==> src/rtl/hazard_ctl.sv <==
// Pipeline hazard controller: load-use/RAW stall FSM with taken-branch flush and event counters.
// Optional: HAZARD_FORWARD_EN (forwarding present; only load-use hazards stall).
module hazard_ctl (
    input  logic        clk,
    input  logic        rst_n,
    input  logic [31:0] if_id_instr,
    input  logic        id_ex_memread,
    input  logic [4:0]  id_ex_rt,
    input  logic        id_ex_regwrite,
    input  logic [4:0]  id_ex_dest,
    input  logic        ex_mem_regwrite,
    input  logic [4:0]  ex_mem_dest,
    input  logic        branch_taken,
    output logic        pc_write,
    output logic        if_id_write,
    output logic        id_ex_bubble,
    output logic        if_id_flush,
    output logic        ex_mem_flush,
    output logic [1:0]  state,
    output logic [15:0] stall_cnt,
    output logic [15:0] flush_cnt
);

    typedef enum logic [1:0] {
        ST_RUN   = 2'd0,
        ST_STALL = 2'd1,
        ST_FLUSH = 2'd2,
        ST_BAD   = 2'd3
    } state_e;

    state_e      state_q, state_d;
    logic [1:0]  cnt_q, cnt_d;
    logic [15:0] stall_cnt_q, stall_cnt_d;
    logic [15:0] flush_cnt_q, flush_cnt_d;
    logic [4:0]  rs, rt;
    logic [1:0]  need;

    assign rs = if_id_instr[25:21];
    assign rt = if_id_instr[20:16];

    // Register 0 is hardwired to zero, so it can never carry a dependency.
    function automatic logic hit(input logic [4:0] dest, input logic [4:0] src_s,
                                 input logic [4:0] src_t);
        return (dest != 5'd0) && ((dest == src_s) || (dest == src_t));
    endfunction

    always_comb begin
        need = 2'd0;
`ifndef HAZARD_FORWARD_EN
        if (ex_mem_regwrite && hit(ex_mem_dest, rs, rt)) need = 2'd1;
`endif
        if (id_ex_memread && hit(id_ex_rt, rs, rt)) need = 2'd1;
`ifndef HAZARD_FORWARD_EN
        if (id_ex_regwrite && hit(id_ex_dest, rs, rt)) need = 2'd2;
`endif
    end

    always_comb begin
        // NOTE: every always_comb output gets a default first so no path can infer a latch.
        pc_write     = 1'b1;
        if_id_write  = 1'b1;
        id_ex_bubble = 1'b0;
        if_id_flush  = 1'b0;
        ex_mem_flush = 1'b0;
        state_d      = state_q;
        cnt_d        = cnt_q;

        if (branch_taken) begin
            id_ex_bubble = 1'b1;
            if_id_flush  = 1'b1;
            ex_mem_flush = 1'b1;
            state_d      = ST_FLUSH;
            cnt_d        = 2'd0;
        end else begin
            unique case (state_q)
                ST_RUN: begin
                    if (need != 2'd0) begin
                        pc_write     = 1'b0;
                        if_id_write  = 1'b0;
                        id_ex_bubble = 1'b1;
                        if (need != 2'd1) begin
                            state_d = ST_STALL;
                            cnt_d   = need - 2'd1;
                        end
                    end
                end
                ST_STALL: begin
                    pc_write     = 1'b0;
                    if_id_write  = 1'b0;
                    id_ex_bubble = 1'b1;
                    if (cnt_q <= 2'd1) begin
                        state_d = ST_RUN;
                        cnt_d   = 2'd0;
                    end else begin
                        cnt_d = cnt_q - 2'd1;
                    end
                end
                ST_FLUSH: state_d = ST_RUN;
                default: begin
                    state_d = ST_RUN;
                    cnt_d   = 2'd0;
                end
            endcase
        end

        // Reset overrides the Mealy outputs so stale hazard inputs cannot freeze the front end.
        if (!rst_n) begin
            pc_write     = 1'b1;
            if_id_write  = 1'b1;
            id_ex_bubble = 1'b0;
            if_id_flush  = 1'b0;
            ex_mem_flush = 1'b0;
        end
    end

    always_comb begin
        stall_cnt_d = stall_cnt_q;
        flush_cnt_d = flush_cnt_q;
        if (id_ex_bubble && !branch_taken && (stall_cnt_q != 16'hFFFF))
            stall_cnt_d = stall_cnt_q + 16'd1;
        if (branch_taken && (flush_cnt_q != 16'hFFFF))
            flush_cnt_d = flush_cnt_q + 16'd1;
    end

    // NOTE: sequential state uses non-blocking assignments so all flops update together.
    always_ff @(posedge clk or negedge rst_n) begin
        if (!rst_n) begin
            state_q     <= ST_RUN;
            cnt_q       <= 2'd0;
            stall_cnt_q <= 16'd0;
            flush_cnt_q <= 16'd0;
        end else begin
            state_q     <= state_d;
            cnt_q       <= cnt_d;
            stall_cnt_q <= stall_cnt_d;
            flush_cnt_q <= flush_cnt_d;
        end
    end

    assign state     = state_q;
    assign stall_cnt = stall_cnt_q;
    assign flush_cnt = flush_cnt_q;

endmodule
==> config.mk <==
export PLATFORM = sky130hd
export DESIGN_NAME = hazard_ctl
export DESIGN_NICKNAME = d
export VERILOG_FILES = /design/src/rtl/hazard_ctl.sv
export SDC_FILE = /design/constraint.sdc
export NUM_CORES = 1
export LEC_CHECK = 0
export ABC_AREA = 1
export CAP_MARGIN = 20
export CORE_AREA = 3 3 92 94
export DETAILED_ROUTE_END_ITERATION = 12
export DIE_AREA = 0 0 95 97
export PLACE_DENSITY = 0.61
export SETUP_SLACK_MARGIN = 0.15
export SLEW_MARGIN = 40
export SYNTH_ARGS = -nofsm -noshare
export SYNTH_HDL_FRONTEND = slang
export SYNTH_SLANG_ARGS = --single-unit
export TNS_END_PERCENT = 30
==> constraint.sdc <==
create_clock -name clk -period 1.9 [get_ports clk]
set_input_delay 0.38 -clock clk [delete_from_list [all_inputs] [get_ports clk]]
set_output_delay 0.38 -clock clk [all_outputs]
set_load 0.05 [all_outputs]
After elaboration in Yosys (flattened, before gate mapping)
Index checks and enable logic that the tools add are counted.

Register bits after elaboration: 36. Input bits: 53.

Equality and inequality tests: 15. Add/subtract/negate cells: 4. $lt $le $gt $ge: 1. Reduce and logical (&&, ||, !) cells: 20. Mux-type cells: 23.

Operators by type and width (number): $add A16 B1 Y16 const B (2); $ne A16 B16 Y1 const B (2); $eq A5 B5 Y1 (6); $mux W2 (9); $reduce_bool A5 Y1 (3); $mux W1 (10); $logic_and A1 B1 Y1 (9); $ne A3 B3 Y1 const B (3); $pmux W2 S3 (1); $reduce_and A3 Y1 (2); $pmux W1 S2 (2); $pmux W2 S2 (1); $sub A2 B1 Y2 const B (2); $logic_or A1 B1 Y1 (3); $eq A2 B1 Y1 const B (1); $eq A2 B2 Y1 const B (1); $le A2 B1 Y1 const B (1); $logic_not A2 Y1 (1); $ne A2 B1 Y1 const B (1); $ne A2 B2 Y1 const B (1); $reduce_bool A2 Y1 (1); $logic_not A1 Y1 (1).

Longest topological paths before layout
Gate-level depths: netlist of run 1.

Depth in word-level cells: 14. Mapped depth: 14.

Least setup slack after synthesis of run 1
Ideal clock, no wire load.

Path kind: register -> output. Start: register state_q[1] (netlist: state[1]). End: output port id_ex_bubble. Path buffers: 0. Required time: 1.520 ns. Data arrival time: 2.184 ns. Cell stages (with the launch flop): 4. Setup slack: -0.664 ns. Path through: dfrtp_1 -> nor2_1 -> inv_1 -> o21ai_0.

Cells in the longest elaborated chain, start to end: 4.

RTL lines: from (decl) (line 31) `state_e state_q, state_d;`; from (signal assigned) (line 133) `state_q <= state_d;`; $eq A2 B1 Y1 or $logic_not A2 Y1 (tied branches) (line 75) `unique case (state_q)`; $pmux W1 S2 * (line 75); $mux W1 * (line 68) `if (branch_taken) begin`; $mux W1 * (line 107) `if (!rst_n) begin`; to (decl) (line 16) `output logic id_ex_bubble,`.

Mark *: on every way between the ends. The rest lies on a longest branch, timed or not.

Worst setup path after layout of run 1
Start: input port id_ex_rt[2]. End: output port if_id_write.

Cells in the longest elaborated chain, start to end: 11.

RTL lines: from (decl) (line 8) `input logic [4:0] id_ex_rt,`; $eq A5 B5 Y1 (line 44) `return (dest != 5'd0) && ((dest == src_s) || (dest == src_t));`; $logic_or A1 B1 Y1 (line 44); $logic_and A1 B1 Y1 * (line 44); $logic_and A1 B1 Y1 * (line 52) `if (id_ex_memread && hit(id_ex_rt, rs, rt)) need = 2'd1;`; $mux W1 * (line 52); $mux W2 * (line 54) `if (id_ex_regwrite && hit(id_ex_dest, rs, rt)) need = 2'd2;`; $reduce_bool A2 Y1 * (line 77) `if (need != 2'd0) begin`; $mux W1 * (line 77); $pmux W1 S2 * (line 75); $mux W1 * (line 68); $mux W1 * (line 107); to (decl) (line 15) `output logic if_id_write,`.

Marked as above.

==> impl_metrics.tcl, run 1 <==
set metrics [dict create \
    status "complete, but fails checks" \
    failing_checks "setup timing" \
    post-route-cell-area_um2 3842 \
    detail_route.drc_violations 0 \
    total_leakage_power_uw 0.002023 \
    clock_insertion_delay_worst_skew_ns 0.29 \
    routed_length_per_placed_instance_um 12.55 \
    cp.arrival_ns 1.53 \
    crit_path_frequent_cell "sky130_fd_sc_hd__nand2_1" \
    yosys-top-cells-area "sky130_fd_sc_hd__dfrtp_1 34%, sky130_fd_sc_hd__nand2_1 21%, sky130_fd_sc_hd__xor2_1 8.2%" \
    cp-start-kind "input port" \
    gr-usage-met2 0.2722 \
    seq_area_frac_synth 0.3390 \
    grt_antenna_before_repair 0 \
    final.setup.worst_slack_ns -0.01067 \
    power_frac_comb 0.462 \
    p_per_area_nw_per_um2 801.1 \
    pin_count_of_the_biggest_net_entering_global_routing 28 \
    worst-path-buf-inv 3 \
    fmaxAchievable_ghz 0.5234 \
    synth.net_count 450 \
    grt_overall_usage 0.1646 \
    detailedPlacementHpwl_mm 5.706 \
    gp_congestion 0.8392 \
    clock_transition_at_the_registers_of_the_reported_paths_ns 0.07 \
    postSynthRegisterBits 36 \
    congestion_overflow_gr 0 \
    worst_r2r_endpoint "stall_cnt[4]$_DFFE_PN0P_" \
    post-route-period-util 1.006 \
    required_ns 1.52 \
    instance_count_on_the_critical_path 13 \
    placement.io_buffers 69 \
    report.power.total_uw 3078 \
    netSwitchingFraction 0.4499 \
    timing.max_slew.rel_slack 0.7523 \
    min_cycle_time_layout_ns 1.911 \
    crit_path_max_incr_delay_ns 0.16 \
    grt_setup_unrepaired "yes" \
    drive_gt1_frac 0.3535 \
    yosysUniqueCellTypes 31 \
    std_cell_rows 32 \
    timing.final.max_slew_violations 0 \
    timing.rr.start "stall_cnt[1]$_DFFE_PN0P_" \
    finalHoldViolCount 0 \
    critical_path.endpoint_type "primary output" \
    finalSetupViolCount 2 \
    placement_cell_area_um2 3603 \
    floorplan.core_area_um2 7727 \
    cts_tree "built" \
    total_die_area_um2 9215 \
    layout.cells.non_filler 597 \
    cell_type_with_the_highest_aggregate_area_in_the_netlist "sky130_fd_sc_hd__dfrtp_1" \
    drt_iter0_drc 99 \
    cp-endpoint "if_id_write" \
    top_usage_layer "met2" \
    worst_slew_pin_slew_ns 0.3716 \
    irDropWorstVdd_mv 0.6572 \
    rrSetupSlack_ns 0.25 \
    die_width_um 95 \
    grt_first_pass_wirelength_mm 12.34 \
    synth.yosys.warnings 0 \
    post_synthesis_instance_area_um2 2658 \
    maxCapViolCount 0 \
    post_drt_via_cell_ratio 4.626 \
    numPlacedInstances 579 \
    crit_slowest_cell "sky130_fd_sc_hd__nor2_4" \
    finalClockSkew_ns 0.01154 \
    cts.path.max_buffers 2 \
    clock_tree.root_cell "sky130_fd_sc_hd__clkbuf_8" \
    area_growth_pct 44.59 \
    p_sw_uw 1385 \
    synthesis.instances 395 \
    critical-path-top-delay-family "simple AND/OR/NAND/NOR gates" \
    start_util 0.3439 \
    fin_nets 549 \
    detailed_router_iteration_count_before_antenna_repair 4 \
    netlist_top_cells_count "148 x sky130_fd_sc_hd__nand2_1, 43 x sky130_fd_sc_hd__inv_1, 39 x sky130_fd_sc_hd__nor2_1" \
    internal_power_uw 1693 \
    floorplan.die.height_um 97 \
    power.clock.fraction 0.188 \
    synth_top_area_share 0.3390 \
    place_ws_ns -0.5608 \
    wirelength_mm 7.492 \
    yosys_most_used_dff "sky130_fd_sc_hd__dfrtp_1" \
    synth_async_sr_flop_share 1.000 \
    groute.layer.met3.usage 0.03421 \
    num_vias 2762 \
    r2r_cell_count 8 \
    maximum_level_of_the_cts_h_tree 2 \
    diode_count 0 \
    startpoint "id_ex_rt[2]" \
    synthMostInstantiatedCell "sky130_fd_sc_hd__nand2_1" \
    hold_worst_slack_ns 0.03255 \
    synth_edf_count 0 \
    clkSinkCount 36 \
    syn_area_per_cell_um2 6.728 \
    count_of_boundary_i_o_pins 92 \
    drtAntennaViolNets 0 \
    crit_fanout 3 \
    cts_inserted_buffers 5 \
    holdBufCountCts 0 \
    criticalPathCategory "input port to primary output" \
    cp_cell_sequence "buf_2, inv_2, nand2_1, nand2_1, nor2_2, nand3_1, nand2_1, nand2_1, nand2_2, nor2_4, nor2_4, nand2_8, buf_8" \
    worst_hold_path_type "input port to asynchronous set/reset pin" \
    global_route.usage.met1 0.2250 \
    grt_pass1_vias 2666 \
    share_seq_of_total_power 0.350 \
]
[how the worst min path moves through the flow]
stage               cells after the start                   endpoint  slack (ns)
floorplan                               0       cnt_q[0]$_DFFE_PN0P_        0.08
global placement                        2  flush_cnt[12]$_DFFE_PN0P_        0.33
detailed placement                      2  flush_cnt[12]$_DFFE_PN0P_        0.34
CTS                                     2  flush_cnt[11]$_DFFE_PN0P_        0.02
global route                            2   flush_cnt[0]$_DFFE_PN0P_        0.03
finish                                  2   flush_cnt[0]$_DFFE_PN0P_        0.03
[final cells by class]
cell class,instances,area [um2]
Tap cell,102,127.6
Timing Repair Buffer,99,844.6
Multi-Input combinational cell,295,1637
Fill cell,789,3885
Inverter,57,226.5
Clock inverter,2,10.01
Sequential cell,36,914.6
Clock buffer,6,82.58
[metal layers]
metal | up-vias | share of wire
met4 | 0 | 0.0059
met3 | 5 | 0.035
met1 | 1271 | 0.46
li1 | 1435 | -
met2 | 51 | 0.49
met5 | - | 0
[repair_timing]
action / 4_1_cts / 5_1_grt
endpoints found under the setup margin: 22 / 24
pin swaps: 33 / 29
gates resized for setup: 141 / 24
gates cloned: 0 / 2
buffers inserted: 2 / 6
[worst register-to-register path: cells and delay by family, from the launching register on]
family / cells / cell delay [ns]
AND/OR/NAND/NOR: 7 / 0.91
flip-flops: 1 / 0.44
adder cells (fa/ha/maj): 1 / 0.19
[kinds of logic (layout without fill, tap and decap cells)]
| logic type | after synthesis | in the layout | synth area share |
|---|---|---|---|
| buffers and inverters | 66 | 164 | 0.1036 |
| XOR/XNOR | 33 | 33 | 0.1088 |
| AO/OA/AOI/OAI | 13 | 13 | 0.03154 |
| flip-flops | 36 | 36 | 0.3390 |
| AND/OR/NAND/NOR | 245 | 247 | 0.4077 |
| adder cells (fa/ha/maj) | 2 | 2 | 0.009415 |
[state kept, by name, indices dropped and copies added (netlist names)]
signal / cells
state: 2
stall_cnt: 16
flush_cnt: 16
cnt_q: 2
[cell usage in the layout, fill, tap and decap left out, drive strengths merged, types with 2 or more instances in the layout]
| cell type | Yosys | layout |
|---|---|---|
| nor3 | 7 | 7 |
| buf | 8 | 94 |
| nor4 | 2 | 2 |
| ha | 2 | 2 |
| clkbuf | 1 | 7 |
| dlygate4sd2 | 0 | 3 |
| o21ai | 10 | 10 |
| nand2b | 1 | 2 |
| inv | 55 | 55 |
| xor2 | 25 | 25 |
| nand3 | 17 | 17 |
| nand4 | 27 | 28 |
| dfrtp | 36 | 36 |
| xnor2 | 8 | 8 |
| nand2 | 149 | 149 |
| clkinv | 2 | 4 |
| nor2 | 41 | 41 |
[per-stage QoR]
step / TNS, ns / util
floorplan: -0.003824 / -
global placement: -9.435 / 0.4663
global route: -0.2241 / 0.4972
detailed placement: -9.849 / 0.4663
finish: -0.02070 / 0.4972
CTS: 0 / 0.4802
[power by group through the flow]
stage / Clock (uW) / Combinational (uW) / Sequential [uW]
after floorplan: 0 / 436 / 1520
after global placement: 0 / 1330 / 1090
after detailed placement: 0 / 1350 / 1100
after CTS: 596 / 1360 / 1080
after global routing: 631 / 1530 / 1110
final: 579 / 1420 / 1080
Power figures use the tool's default switching activity.
==> inputs of run 2 (changes only) <==
--- a/config.mk
+++ b/config.mk
@@ -7,13 +7,12 @@
 export LEC_CHECK = 0
 export ABC_AREA = 1
 export CAP_MARGIN = 20
-export CORE_AREA = 3 3 92 94
+export CORE_AREA = 3 3 81 83
 export DETAILED_ROUTE_END_ITERATION = 12
-export DIE_AREA = 0 0 95 97
-export PLACE_DENSITY = 0.61
+export DIE_AREA = 0 0 84 86
+export PLACE_DENSITY = 0.77
 export SETUP_SLACK_MARGIN = 0.15
 export SLEW_MARGIN = 40
 export SYNTH_ARGS = -nofsm -noshare
 export SYNTH_HDL_FRONTEND = slang
 export SYNTH_SLANG_ARGS = --single-unit
-export TNS_END_PERCENT = 30
==> impl_metrics.tcl, run 2 (synthesis results as in run 1) <==
set metrics [dict create \
    final.fill_count 499 \
    count_of_boundary_i_o_pins 92 \
    drt_iter0_drc 148 \
    grt_setup_unrepaired "yes" \
    cts_inserted_buffers 5 \
    grt_first_pass_wirelength_mm 11.87 \
    worst_slew_pin_slew_ns 0.3832 \
    floorplan.die.height_um 86 \
    most-common-layout-cells "125 x sky130_fd_sc_hd__nand2_1, 64 x sky130_fd_sc_hd__buf_4, 31 x sky130_fd_sc_hd__inv_1" \
    routed_length_per_placed_instance_um 13.54 \
    crit_fanout 4 \
    required_ns 1.52 \
    placement.io_buffers 69 \
    congestion_overflow_gr 0 \
    clock_insertion_delay_worst_skew_ns 0.29 \
    maximum_level_of_the_cts_h_tree 2 \
    grt_antenna_before_repair 0 \
    layout.cells.non_filler 570 \
    floorplan.core_area_um2 5921 \
    start_util 0.4489 \
    r2r_cell_count 9 \
    diode_count 0 \
    crit_slowest_cell "sky130_fd_sc_hd__nor2_4" \
    critical_path.endpoint_type "primary output" \
    drive_gt1_frac 0.4061 \
    timing.final.max_slew_violations 0 \
    criticalPathCategory "input port to primary output" \
    finalClockSkew_ns 0.008678 \
    die_width_um 84 \
    total_die_area_um2 7224 \
    finalSetupViolCount 6 \
    pin_count_of_the_biggest_net_entering_global_routing 30 \
    cts.path.max_buffers 2 \
    post-route-period-util 1.035 \
    final_common_cell "sky130_fd_sc_hd__nand2_1" \
    detailed_router_iteration_count_before_antenna_repair 4 \
    clock_transition_at_the_registers_of_the_reported_paths_ns 0.08 \
    crit_path_frequent_cell "sky130_fd_sc_hd__nand2_2" \
    num_vias 2844 \
    grt_overall_usage 0.1998 \
    grt_pass1_vias 2603 \
    total_leakage_power_uw 0.002041 \
    crit_path_max_incr_delay_ns 0.19 \
    maxCapViolCount 0 \
    report.power.total_uw 3076 \
    cp-start-kind "input port" \
    numPlacedInstances 553 \
    clock_tree.root_cell "sky130_fd_sc_hd__clkbuf_8" \
    detail_route.drc_violations 0 \
    wirelength_mm 7.720 \
    detailedPlacementHpwl_mm 5.715 \
    final.setup.worst_slack_ns -0.06597 \
    gp_congestion 0.8870 \
    timing.max_slew.rel_slack 0.7445 \
    drtAntennaViolNets 0 \
    clkSinkCount 36 \
    multi_input_area_um2 1693 \
    min_cycle_time_layout_ns 1.966 \
    post_drt_via_cell_ratio 4.989 \
    area_growth_pct 48.16 \
    failing_checks "setup timing" \
    seqCellArea_um2 919.6 \
    cts_tree "built" \
    irDropWorstVdd_mv 0.6791 \
    fmaxAchievable_ghz 0.5087 \
    fin_nets 549 \
    p_per_area_nw_per_um2 781.2 \
    worst_hold_path_type "input port to asynchronous set/reset pin" \
    cp.arrival_ns 1.59 \
    status "complete, but fails checks" \
    std_cell_rows 28 \
    finalHoldViolCount 0 \
    cp_cell_sequence "buf_6, inv_4, nand2_1, nand2_2, nor2_2, nand3_2, nand2_2, nand2_2, nand2_2, nor2_4, nor2_4, nand2_8, buf_8" \
]
[run 2: changes by cell type in the layout (fill, tap and decap cells not counted), sizes merged]
cell / change
clkbuf: -2
buf: +1
clkdlybuf4s15: +1
clkdlybuf4s50: -1
dlymetal6s2s: +1
inv: +1
nand2b: -1
[run 2: report_power, final]
group	switching (uW)	total [uW]	internal (uW)
Sequential	178	1090	916
Combinational	934	1430	493
Clock	300	555	256
Total	1410	3080	1660
[run 2: worst max-delay path, delay by kind of cell]
family	cells	cell delay, ns
buffers and inverters	3	0.29
AND/OR/NAND/NOR	10	0.92
[run 2: path summary, 6_finish.rpt]
kind,slack (ns),from,end
setup / recovery,-0.07,if_id_instr[22],pc_write
hold / removal,0.05,rst_n,flush_cnt[3]$_DFFE_PN0P_
setup reg to reg,0.20,stall_cnt[0]$_DFFE_PN0P_,stall_cnt[7]$_DFFE_PN0P_
hold reg to reg,0.49,flush_cnt[4]$_DFFE_PN0P_,flush_cnt[4]$_DFFE_PN0P_
max in group asynchronous,1.44,rst_n,stall_cnt[7]$_DFFE_PN0P_
min in group clk,0.46,branch_taken,state[1]$_DFFE_PN0P_
[run 2: layout make-up]
class                   instances  share of cell area
clock buffers                   5             0.01748
clock inverters                 3            0.004766
inverters                      57             0.06133
multi-input cells             294              0.4299
flip-flops and latches         36              0.2336
well taps                      75             0.02383
repair buffers                100              0.2291
[run 2: timing repair]
item / CTS / global route
cloned: 0 / 1
gates resized for setup: 141 / 65
hold buffers: 0 / 0
pin swaps: 37 / 55
endpoints found under the setup margin: 24 / 27
setup buffers: 5 / 3
[run 2: through the flow]
step                setup WS, ns  area, um2  hold slack [ns]   TNS [ns]  utilization
floorplan              -0.003824       2779          0.08441  -0.003824            -
global placement         -0.5399       3592           0.3584     -8.912       0.6067
detailed placement       -0.5732       3592           0.3600     -9.667       0.6067
CTS                    -0.007325       3711          0.04530   -0.01454       0.6268
global route             -0.1366       3938          0.06048     -1.416       0.6650
finish                  -0.06597       3938          0.04543    -0.1900       0.6650
[run 2: metal layers]
layer	GRT usage	routed length (um)	part of all wire
met1	0.2519	3307	0.43
met2	0.3500	3892	0.50
met3	0.03746	421	0.055
met4	0.05702	99	0.013
met5	0	0	0
==> inputs of run 3 (changes only) <==
--- a/config.mk
+++ b/config.mk
@@ -8,6 +8,7 @@
 export ABC_AREA = 1
 export CAP_MARGIN = 20
 export CORE_AREA = 3 3 81 83
+export CTS_CLUSTER_SIZE = 20
 export DETAILED_ROUTE_END_ITERATION = 12
 export DIE_AREA = 0 0 84 86
 export PLACE_DENSITY = 0.77
==> results of run 3 <==
Same layout as run 2: the final DEF is identical, and so are final timing and power.
